## src/rtl/hamming_link_pkg.sv

```systemverilog
// Shared types and constants for the Hamming link transmit path.
package hamming_link_pkg;

    localparam int unsigned WORD_W_DEF = 32;
    localparam int unsigned GAP_CNT_W  = 8;

    typedef enum logic [1:0] {
        ST_IDLE,
        ST_SHIFT,
        ST_GAP
    } tx_sched_state_t;

    // A 1-bit word still needs a 1-bit counter.
    function automatic int unsigned bit_cnt_width(input int unsigned word_w);
        return (word_w > 1) ? $clog2(word_w) : 1;
    endfunction

    localparam int unsigned BIT_CNT_W = bit_cnt_width(WORD_W_DEF);

endpackage

```

## src/rtl/hamming_tx_scheduler_rr_arbiter.sv

```systemverilog
// Combinational round-robin arbiter: the search starts one past the last grant.
module rr_arbiter #(
    parameter int unsigned NUM_REQ = 4
) (
    input  logic [NUM_REQ-1:0]         req,
    input  logic [$clog2(NUM_REQ)-1:0] last_grant,
    output logic [NUM_REQ-1:0]         grant,
    output logic [$clog2(NUM_REQ)-1:0] grant_idx,
    output logic                       any
);
    localparam int unsigned IDX_W = $clog2(NUM_REQ);

    int unsigned idx;

    always_comb begin
        grant     = '0;
        grant_idx = '0;
        any       = 1'b0;
        idx       = 0;
        for (int unsigned k = 1; k <= NUM_REQ; k++) begin
            idx = (int'(last_grant) + k) % NUM_REQ;
            if (!any && req[idx]) begin
                grant[idx] = 1'b1;
                grant_idx  = IDX_W'(idx);
                any        = 1'b1;
            end
        end
    end

endmodule

```

## src/rtl/hamming_tx_scheduler.sv

```systemverilog
// Round-robin word scheduler that serializes granted words MSB-first
// into the Hamming encoder's bit-serial input, honouring its backpressure.
module hamming_tx_scheduler
    import hamming_link_pkg::*;
#(
    parameter int unsigned NUM_REQ    = 4,
    parameter int unsigned WORD_W     = WORD_W_DEF,
    parameter int unsigned GAP_CYCLES = 0
) (
    input  logic                        clk_in,
    input  logic                        rst,
    input  logic                        enable,
    input  logic [NUM_REQ-1:0]          req_valid,
    input  logic [NUM_REQ*WORD_W-1:0]   req_data,
    output logic [NUM_REQ-1:0]          req_ready,
    output logic                        enc_data_in,
    output logic                        enc_data_valid,
    input  logic                        enc_data_in_ready,
    output logic [$clog2(NUM_REQ)-1:0]  grant_id,
    output logic                        busy,
    output logic                        word_done,
    output logic [15:0]                 words_sent
);
    localparam int unsigned IDX_W = $clog2(NUM_REQ);
    localparam int unsigned CNT_W = bit_cnt_width(WORD_W);
    localparam logic [CNT_W-1:0]     LAST_BIT = CNT_W'(WORD_W - 1);
    localparam logic [GAP_CNT_W-1:0] GAP_LAST = GAP_CNT_W'(GAP_CYCLES - 1);

    tx_sched_state_t          state_q, state_d;
    logic [WORD_W-1:0]        shreg_q;
    logic [CNT_W-1:0]         bit_cnt_q;
    logic [GAP_CNT_W-1:0]     gap_cnt_q;
    logic [IDX_W-1:0]         last_grant_q;
    logic [IDX_W-1:0]         grant_id_q;
    logic                     word_done_q;
    logic [15:0]              words_sent_q;

    logic [NUM_REQ-1:0]       arb_req;
    logic [NUM_REQ-1:0]       arb_grant;
    logic [IDX_W-1:0]         arb_idx;
    logic                     arb_any;
    logic                     accept;
    logic                     last_bit;
    logic [WORD_W-1:0]        load_word;

    always_comb begin
        arb_req = enable ? req_valid : '0;
    end

    rr_arbiter #(.NUM_REQ(NUM_REQ)) u_arb (
        .req        (arb_req),
        .last_grant (last_grant_q),
        .grant      (arb_grant),
        .grant_idx  (arb_idx),
        .any        (arb_any)
    );

    always_comb begin
        state_d  = state_q;
        accept   = 1'b0;
        last_bit = 1'b0;
        unique case (state_q)
            ST_IDLE: begin
                if (arb_any) begin
                    accept  = 1'b1;
                    state_d = ST_SHIFT;
                end
            end
            ST_SHIFT: begin
                if (enc_data_in_ready && bit_cnt_q == LAST_BIT) begin
                    last_bit = 1'b1;
                    if (GAP_CYCLES > 0) begin
                        state_d = ST_GAP;
                    end else if (arb_any) begin
                        // Back-to-back reload keeps valid high with no bubble.
                        accept  = 1'b1;
                        state_d = ST_SHIFT;
                    end else begin
                        state_d = ST_IDLE;
                    end
                end
            end
            ST_GAP: begin
                if (gap_cnt_q == GAP_LAST) begin
                    state_d = ST_IDLE;
                end
            end
            default: state_d = ST_IDLE;
        endcase
    end

    // Reset also masks the combinational accept so no grant is seen while held.
    always_comb begin
        req_ready = (accept && !rst) ? arb_grant : '0;
        load_word = req_data[int'(arb_idx) * WORD_W +: WORD_W];
    end

    always_ff @(posedge clk_in or posedge rst) begin
        if (rst) begin
            state_q      <= ST_IDLE;
            shreg_q      <= '0;
            bit_cnt_q    <= '0;
            gap_cnt_q    <= '0;
            last_grant_q <= IDX_W'(NUM_REQ - 1);
            grant_id_q   <= '0;
            word_done_q  <= 1'b0;
            words_sent_q <= '0;
        end else begin
            state_q     <= state_d;
            word_done_q <= last_bit;
            if (last_bit) begin
                words_sent_q <= words_sent_q + 16'd1;
            end
            if (state_q == ST_GAP) begin
                gap_cnt_q <= gap_cnt_q + 8'd1;
            end else begin
                gap_cnt_q <= '0;
            end
            if (accept) begin
                shreg_q      <= load_word;
                bit_cnt_q    <= '0;
                grant_id_q   <= arb_idx;
                last_grant_q <= arb_idx;
            end else if (state_q == ST_SHIFT && enc_data_in_ready) begin
                shreg_q   <= shreg_q << 1;
                bit_cnt_q <= bit_cnt_q + CNT_W'(1);
            end
        end
    end

    always_comb begin
        enc_data_valid = (state_q == ST_SHIFT);
        enc_data_in    = (state_q == ST_SHIFT) && shreg_q[WORD_W-1];
        busy           = (state_q != ST_IDLE);
        grant_id       = grant_id_q;
        word_done      = word_done_q;
        words_sent     = words_sent_q;
    end

endmodule

```

## config.mk

```make
export PLATFORM = sky130hd
export DESIGN_NAME = hamming_tx_scheduler
export DESIGN_NICKNAME = d
export VERILOG_FILES = /design/src/rtl/hamming_link_pkg.sv /design/src/rtl/hamming_tx_scheduler_rr_arbiter.sv /design/src/rtl/hamming_tx_scheduler.sv
export SDC_FILE = /design/constraint.sdc
export NUM_CORES = 1
export LEC_CHECK = 0
export BUFFER_PORTS_ARGS = -buffer_cell sky130_fd_sc_hd__buf_2
export CAP_MARGIN = 20
export CORE_ASPECT_RATIO = 1.75
export CORE_MARGIN = 1.5
export CORE_UTILIZATION = 49
export DETAILED_ROUTE_END_ITERATION = 7
export MAX_ROUTING_LAYER = met4
export PLACE_DENSITY = 0.81
export SYNTH_ARGS = -nofsm -noshare
export SYNTH_HDL_FRONTEND = slang
export SYNTH_HIERARCHICAL = 1
export SYNTH_SLANG_ARGS = --single-unit
```

## constraint.sdc

```tcl
create_clock -name clk_in -period 3.9 [get_ports clk_in]
set_clock_uncertainty 0.05 [all_clocks]
set_input_delay 0.195 -clock clk_in [delete_from_list [all_inputs] [get_ports clk_in]]
set_output_delay 0.195 -clock clk_in [all_outputs]
set_load 0.05 [all_outputs]
```

### Yosys cells after proc, flatten, opt, wreduce, memory -nomap -nowiden

Index checks and enable logic that the tools add are counted.

| storage, ports and cells | value |
|---|---|
| input bits | 136 |
| register bits after elaboration | 68 |

| cells by class | value |
|---|---|
| add/subtract/negate cells | 7 |
| reduce and logical (&&, ||, !) cells | 19 |
| order comparisons | 8 |
| bitwise operators | 3 |
| shifts and indexed selects | 1 |
| mux-type cells | 45 |
| equal/unequal tests | 7 |

Operators by type and width:

| cell | number |
|---|---|
| $shiftx A128 B8 Y32 | 1 |
| $mux W32 | 2 |
| $mux W4 | 6 |
| $mux W1 | 17 |
| $add A16 B1 Y16 const B | 1 |
| $mux W2 | 7 |
| $lt A2 B3 Y1 const B | 4 |
| $or A4 B4 Y4 | 3 |
| $logic_and A1 B1 Y1 | 11 |
| $mux W5 | 2 |
| $add A8 B1 Y8 const B | 1 |
| $bmux W1 S2 | 4 |
| $demux W1 S2 | 4 |
| $eq A8 B8 Y1 const B | 1 |
| $ge A2 B1 Y1 const B | 4 |
| $mux W8 | 1 |
| $pmux W2 S3 | 1 |
| $add A5 B1 Y5 const B | 1 |
| $eq A5 B5 Y1 const B | 1 |
| $add A2 B1 Y2 const B | 2 |
| $add A2 B2 Y2 const B | 2 |
| $logic_not A1 Y1 | 4 |
| $ne A2 B2 Y1 const B | 2 |
| $reduce_bool A2 Y1 | 2 |
| 6 further kinds | 6 |

### Depth between registers and ports, before layout

| logic depth | value |
|---|---|
| word-level depth | 18 |
| gate-level depth with buffers | 14 |
| gate-level depth less buffers | 9 |

### Hierarchy

Netlist, hierarchy kept.

Modules (own cells, without submodules):

| module | instances | cells each | area an instance (um^2) |
|---|---|---|---|
| hamming_tx_scheduler | 1 | 293 | 3,357.0 |
| rr_arbiter | 1 | 86 | 629.4 |

### Worst setup path after synthesis

Ideal clock, no wire load.

| timing | value |
|---|---|
| path kind | flip-flop to flip-flop |
| start point | register last_grant_q[0] |
| end point | register shreg_q[1] |
| data arrival time | 3.305 ns |
| period minus slack after synthesis | 3.475 ns |
| path slack | 0.425 ns |
| buffers on the path | 5 |
| library setup time | 0.120 ns |
| stages on the path, launching flop included | 15 |
| data required time | 3.730 ns |
| cells stage by stage | dfstp_2 > buf_6 > buf_2 > inv_1 > ha_1 > clkbuf_1 > a21oi_1 > a211oi_1 > a311o_1 > a221oi_1 > buf_6 > buf_4 > mux4_2 > nor2_1 > nor2_1 |

RTL lines:

| what | RTL line | text |
|---|---|---|
| from (decl) | hamming_tx_scheduler.sv:33 | `logic [IDX_W-1:0] last_grant_q;` |
| from (signal assigned) | hamming_tx_scheduler.sv:104 | `last_grant_q <= IDX_W'(NUM_REQ - 1);` |
| from (signal assigned) | hamming_tx_scheduler.sv:123 | `last_grant_q <= arb_idx;` |
| $add A2 B1 Y2 | hamming_tx_scheduler_rr_arbiter.sv:21 | `idx = (int'(last_grant) + k) % NUM_REQ;` |
| $bmux W1 S2 | hamming_tx_scheduler_rr_arbiter.sv:22 | `if (!any && req[idx]) begin` |
| $mux W1 (implied by the code) | hamming_tx_scheduler_rr_arbiter.sv:22 |  |
| $mux W1 | hamming_tx_scheduler_rr_arbiter.sv:22 |  |
| $logic_not A1 Y1 | hamming_tx_scheduler_rr_arbiter.sv:22 |  |
| $logic_and A1 B1 Y1 | hamming_tx_scheduler_rr_arbiter.sv:22 |  |
| $mux W1 | hamming_tx_scheduler_rr_arbiter.sv:22 |  |
| $logic_not A1 Y1 | hamming_tx_scheduler_rr_arbiter.sv:22 |  |
| $logic_and A1 B1 Y1 | hamming_tx_scheduler_rr_arbiter.sv:22 |  |
| $mux W1 | hamming_tx_scheduler_rr_arbiter.sv:22 |  |
| $logic_not A1 Y1 | hamming_tx_scheduler_rr_arbiter.sv:22 |  |
| $logic_and A1 B1 Y1 | hamming_tx_scheduler_rr_arbiter.sv:22 |  |
| $mux W2 (*) | hamming_tx_scheduler_rr_arbiter.sv:22 |  |
| net arb_idx[0] | hamming_tx_scheduler.sv:40 | `logic [IDX_W-1:0] arb_idx;` |
| $shiftx A128 B8 Y32 (*) | hamming_tx_scheduler.sv:95 | `load_word = req_data[int'(arb_idx) * WORD_W +: WORD_W];` |
| $mux W32 (*) | hamming_tx_scheduler.sv:119 | `if (accept) begin` |
| to (signal assigned) | hamming_tx_scheduler.sv:120 | `shreg_q <= load_word;` |
| to (signal assigned) | hamming_tx_scheduler.sv:125 | `shreg_q <= shreg_q << 1;` |
| to (decl) | hamming_tx_scheduler.sv:30 | `logic [WORD_W-1:0] shreg_q;` |

The timed path passes the listed nets; every way through them passes the cells marked *. The select of a mux whose other input is x is not followed.
A chain may end at the register's enable or synchronous reset.

### Worst setup path after layout

| timing | value |
|---|---|
| start point | register last_grant_q[1] |
| end point | output req_ready[2] |

RTL lines:

| what | RTL line | text |
|---|---|---|
| branches (longest 12 deep; another with $lt A2 B3 Y1) | - |  |
| $mux W4 (*) | hamming_tx_scheduler_rr_arbiter.sv:22 |  |
| net arb_grant[2] | hamming_tx_scheduler.sv:39 | `logic [NUM_REQ-1:0] arb_grant;` |
| $mux W4 (*) | hamming_tx_scheduler.sv:94 | `req_ready = (accept && !rst) ? arb_grant : '0;` |
| to (decl) | hamming_tx_scheduler.sv:15 | `output logic [NUM_REQ-1:0] req_ready,` |

Mark *: on every way through the listed nets, which the timed path passes. The select of a mux whose other input is x is not followed.

==> results.yml <==
status:
  outcome: "completed"
sta:
  period_minus_slack_ns: 3.38
  fin_worst_hold_slack_ns: 0.196
  timing.final.hold_violations: 0
  grt_setup_unrepaired: "false"
  worst-slew-pin-transition_ns: 0.722
  timing_max_transition_violations_final: 0
  max_freq_mhz: 296
  layout_worst_path_cycle_share_pct: 86.7
  fin_tns_setup_ns: 0
  max_slew_margin_pct: 51.8
  setup_violations: 0
yosys:
  synth.net_count: 526
  synth_cells: 379
  ys_seq_elements: 59
  synth_edf_count: 0
  synthDominantCellAreaShare_pct: 35.8
  synth_area_leaders: "sky130_fd_sc_hd__dfrtp_1, sky130_fd_sc_hd__mux4_2, sky130_fd_sc_hd__nor2_1, sky130_fd_sc_hd__o22ai_1, sky130_fd_sc_hd__ha_1"
  syn_area_um2: 3990
  ys.flop_type: "sky130_fd_sc_hd__dfrtp_1"
  yosys_warnings: 6
  synth_async_sr_flop_share_pct: 100
  syn_avg_cell_area_um2: 10.5
  synth.yosys.seq_area_share_pct: 37.1
  synth.largest_area_cell: "sky130_fd_sc_hd__dfrtp_1"
  synth_cell_types: 47
setup_path:
  critPathMaxStageDelay_ns: 0.64
  crit_top_cell: "sky130_fd_sc_hd__inv_1"
  crit_path_class: "flop to output port"
  worst-path-max-fanout: 11
  timing.critical_path.to_type: "output port"
  reg2regPathDepth: 9
  timing.critical_path.required_ns: 3.65
  regToRegSetupSlack_ns: 0.53
  r2r-end: "shreg_q[14]$_DFFE_PP0P_"
  crit_chain: "inv_1, ha_1, inv_1, a31oi_1, o31ai_1, or3_1, and3_1, buf_2"
  critical_path.slowest_cell: "sky130_fd_sc_hd__dfstp_2"
  worstSetupStartpointType: "flop"
  rr_startpoint: "last_grant_q[1]$_DFFE_PP1P_"
  arrival_time_at_the_worst_endpoint_ns: 3.14
cells_and_area:
  final.fill_count: 653
  n_antenna_cell: 0
  nets_finish: 676
  layout-area-overhead-vs-synth_pct: 28.6
  final_layout_size_suffix_gt1_share_pct: 42.9
route:
  total_drc_errors_in_the_routed_layout: 0
  wire_per_inst_um: 16.3
  via_count_of_the_routed_design: 3609
  detail_route.wirelength_um: 10100
  vias_per_cell: 5.78
  detail_route.iter0.violations: 214
  drt_pre_antenna_iters: 4
  ant_nets: 0
clock_network:
  clock_tree_from_tritoncts: "built"
  clkLatencyLatePin_ns: 0.32
  clkTransAtPathRegs_ns: 0.05
  cts_buffers: 9
  cts_sinks: 59
  root_buffer: "sky130_fd_sc_hd__clkbuf_16"
  cts.path.max_buffers: 2
  cts_setup_buffers: 0
  cts_max_level: 3
place:
  dp_hpwl_um: 7540
  place.port_buffers: 161
  finalWeightedCongestion: 0.883
pwr:
  static-leakage-power_uw: 0.00235
  ir_worst_vdd_mv: 0.249
  power_density_nw_per_um2: 451
min_path:
  hold_depth: 3
  hold_path.class: "input port to flop"
  hold_path.startpoint: "enc_data_in_ready"
  timing.hold.worst_endpoint: "word_done$_DFF_PP0_"
die:
  die_height_um: 122
  die_area_um2: 8710
  io-pin-count: 162
  starting_density_of_the_core_pct: 50.4
  fp-row-count: 43
  floorplan.die.width_um: 71.2
  placeableCoreArea_um2: 7910
run:
  maxCapViolCount: 0
global_route:
  grt_pass1_wl_um: 16900
  pin_count_of_the_biggest_net_entering_global_routing: 59
  track_usage_pct: 25.1
  grt_pass1_vias: 3756
  grt_antenna_before_repair: 0
  grt_overflow_total: 0
[metal layers]
layer	routed length, um	GRT usage, %	vias up
met1	3820	27.0	1718
met2	5310	42.5	147
met3	635	6.24	38
met5	0	-	-
li1	-	-	1706
met4	380	12.4	0
[final cells by class]
| type | count | area, um2 | area share, % |
|---|---|---|---|
| Multi-Input combinational cell | 281 | 2310 | 45.0 |
| Sequential cell | 59 | 1480 | 28.8 |
| Timing Repair Buffer | 168 | 873 | 17.0 |
| Clock buffer | 13 | 250 | 4.88 |
| Tap cell | 90 | 113 | 2.20 |
| Clock inverter | 3 | 65.1 | 1.27 |
| Inverter | 10 | 37.5 | 0.732 |
[registers in the layout (all words and copies together), names as in the netlist]
name          cells
last_grant_q      2
word_done         1
grant_id          2
state_q           1
bit_cnt_q         5
words_sent       16
shreg_q          32
[what timing repair did]
action,4_1_cts,5_1_grt
endpoints found under the setup margin,0,0
hold buffers,1,0
resized for setup,0,0
endpoints found under the hold margin,1,0
[cells by family (layout without fill, tap and decap cells)]
| group | Yosys count | after routing | share of synthesized area [%] |
|---|---|---|---|
| flip-flops | 59 | 59 | 37.1 |
| multiplexers | 41 | 41 | 21.1 |
| XOR/XNOR | 17 | 17 | 3.92 |
| AO/OA/AOI/OAI | 65 | 65 | 11.2 |
| adder cells (fa/ha/maj) | 11 | 11 | 3.45 |
| buffers and inverters | 39 | 194 | 5.71 |
| AND/OR/NAND/NOR | 147 | 147 | 17.5 |
[cell usage in the layout, fill, tap and decap left out, types with 2 or more instances in the layout]
master	count
sky130_fd_sc_hd__buf_2	161
sky130_fd_sc_hd__nand3_1	7
sky130_fd_sc_hd__bufinv_16	2
sky130_fd_sc_hd__a31oi_1	5
sky130_fd_sc_hd__nand2_1	31
sky130_fd_sc_hd__and4_1	2
sky130_fd_sc_hd__o22ai_1	31
sky130_fd_sc_hd__and2_1	7
sky130_fd_sc_hd__and3_1	6
sky130_fd_sc_hd__inv_1	9
sky130_fd_sc_hd__a21oi_1	5
sky130_fd_sc_hd__dfrtp_1	57
sky130_fd_sc_hd__buf_4	5
sky130_fd_sc_hd__nand4_1	10
sky130_fd_sc_hd__or3_1	4
sky130_fd_sc_hd__a211oi_1	2
sky130_fd_sc_hd__clkbuf_16	9
sky130_fd_sc_hd__a2111o_1	4
sky130_fd_sc_hd__o31ai_1	4
sky130_fd_sc_hd__nor2_1	70
sky130_fd_sc_hd__ha_1	11
sky130_fd_sc_hd__clkbuf_1	3
sky130_fd_sc_hd__xnor2_1	12
sky130_fd_sc_hd__mux2i_1	4
sky130_fd_sc_hd__mux4_2	34
sky130_fd_sc_hd__o21ai_0	4
sky130_fd_sc_hd__dfstp_2	2
sky130_fd_sc_hd__nand2b_1	2
sky130_fd_sc_hd__mux2_2	3
sky130_fd_sc_hd__xor2_1	4
[through the flow]
stage / instances / cell area, um2 / total power (uW) / util (%) / setup WS (ns)
global route: 624 / 5130 / 2440 / 64.8 / 0.278
detailed placement: 607 / 4800 / 1500 / 60.7 / 0.529
floorplan: 379 / 3990 / 1320 / - / 0.425
finish: 624 / 5130 / 2310 / 64.8 / 0.518
CTS: 624 / 5130 / 2330 / 64.8 / 0.520
global placement: 607 / 4800 / 1470 / 60.7 / 0.581
[cells in the mapped netlist (3+ instances only)]
cell type and instances:
sky130_fd_sc_hd__o21ai_0 4, sky130_fd_sc_hd__xor2_1 4, sky130_fd_sc_hd__buf_4 4, sky130_fd_sc_hd__clkbuf_1 7
sky130_fd_sc_hd__o22ai_1 31, sky130_fd_sc_hd__nand2_1 31, sky130_fd_sc_hd__nand4_1 10, sky130_fd_sc_hd__xnor2_1 12
sky130_fd_sc_hd__a21oi_1 5, sky130_fd_sc_hd__nand3_1 7, sky130_fd_sc_hd__mux2_2 3, sky130_fd_sc_hd__and2_1 7
sky130_fd_sc_hd__a2111o_1 4, sky130_fd_sc_hd__mux4_2 34, sky130_fd_sc_hd__buf_2 11, sky130_fd_sc_hd__a31oi_1 5
sky130_fd_sc_hd__or3_1 4, sky130_fd_sc_hd__buf_6 7, sky130_fd_sc_hd__mux2i_1 4, sky130_fd_sc_hd__o31ai_1 4
sky130_fd_sc_hd__dfrtp_1 57, sky130_fd_sc_hd__inv_1 10, sky130_fd_sc_hd__nor2_1 70, sky130_fd_sc_hd__a211oi_1 3
sky130_fd_sc_hd__and3_1 6, sky130_fd_sc_hd__ha_1 11
[power breakdown]
| part | internal (uW) | total (uW) | switching [uW] |
|---|---|---|---|
| combinational | 333 | 682 | 348 |
| sequential | 728 | 805 | 76.6 |
| clock | 575 | 828 | 253 |
| total | 1640 | 2310 | 678 |
[how the worst max path moves through the flow]
| stage | start | end | slack [ns] | depth (start not counted) |
|---|---|---|---|---|
| 6_report | last_grant_q[1]$_DFFE_PP1P_ | req_ready[2] | 0.52 | 8 |
| 5_1_grt | last_grant_q[1]$_DFFE_PP1P_ | shreg_q[29]$_DFFE_PP0P_ | 0.28 | 9 |
| 4_1_cts | last_grant_q[1]$_DFFE_PP1P_ | shreg_q[0]$_DFFE_PP0P_ | 0.52 | 8 |
| 3_5_place_dp | last_grant_q[1]$_DFFE_PP1P_ | shreg_q[0]$_DFFE_PP0P_ | 0.53 | 8 |
| 3_3_place_gp | last_grant_q[1]$_DFFE_PP1P_ | shreg_q[18]$_DFFE_PP0P_ | 0.58 | 9 |
| 2_1_floorplan | last_grant_q[0]$_DFFE_PP1P_ | shreg_q[1]$_DFFE_PP0P_ | 0.43 | 14 |
[worst max-delay path: cells and delay by family (launching register included)]
family / cells / cell delay [ns]
buf+inv: 3 / 0.58
compound gates: 2 / 0.50
simple gates: 2 / 0.57
flops: 1 / 0.64
fa+ha+maj: 1 / 0.51
Power figures use the tool's default switching activity.
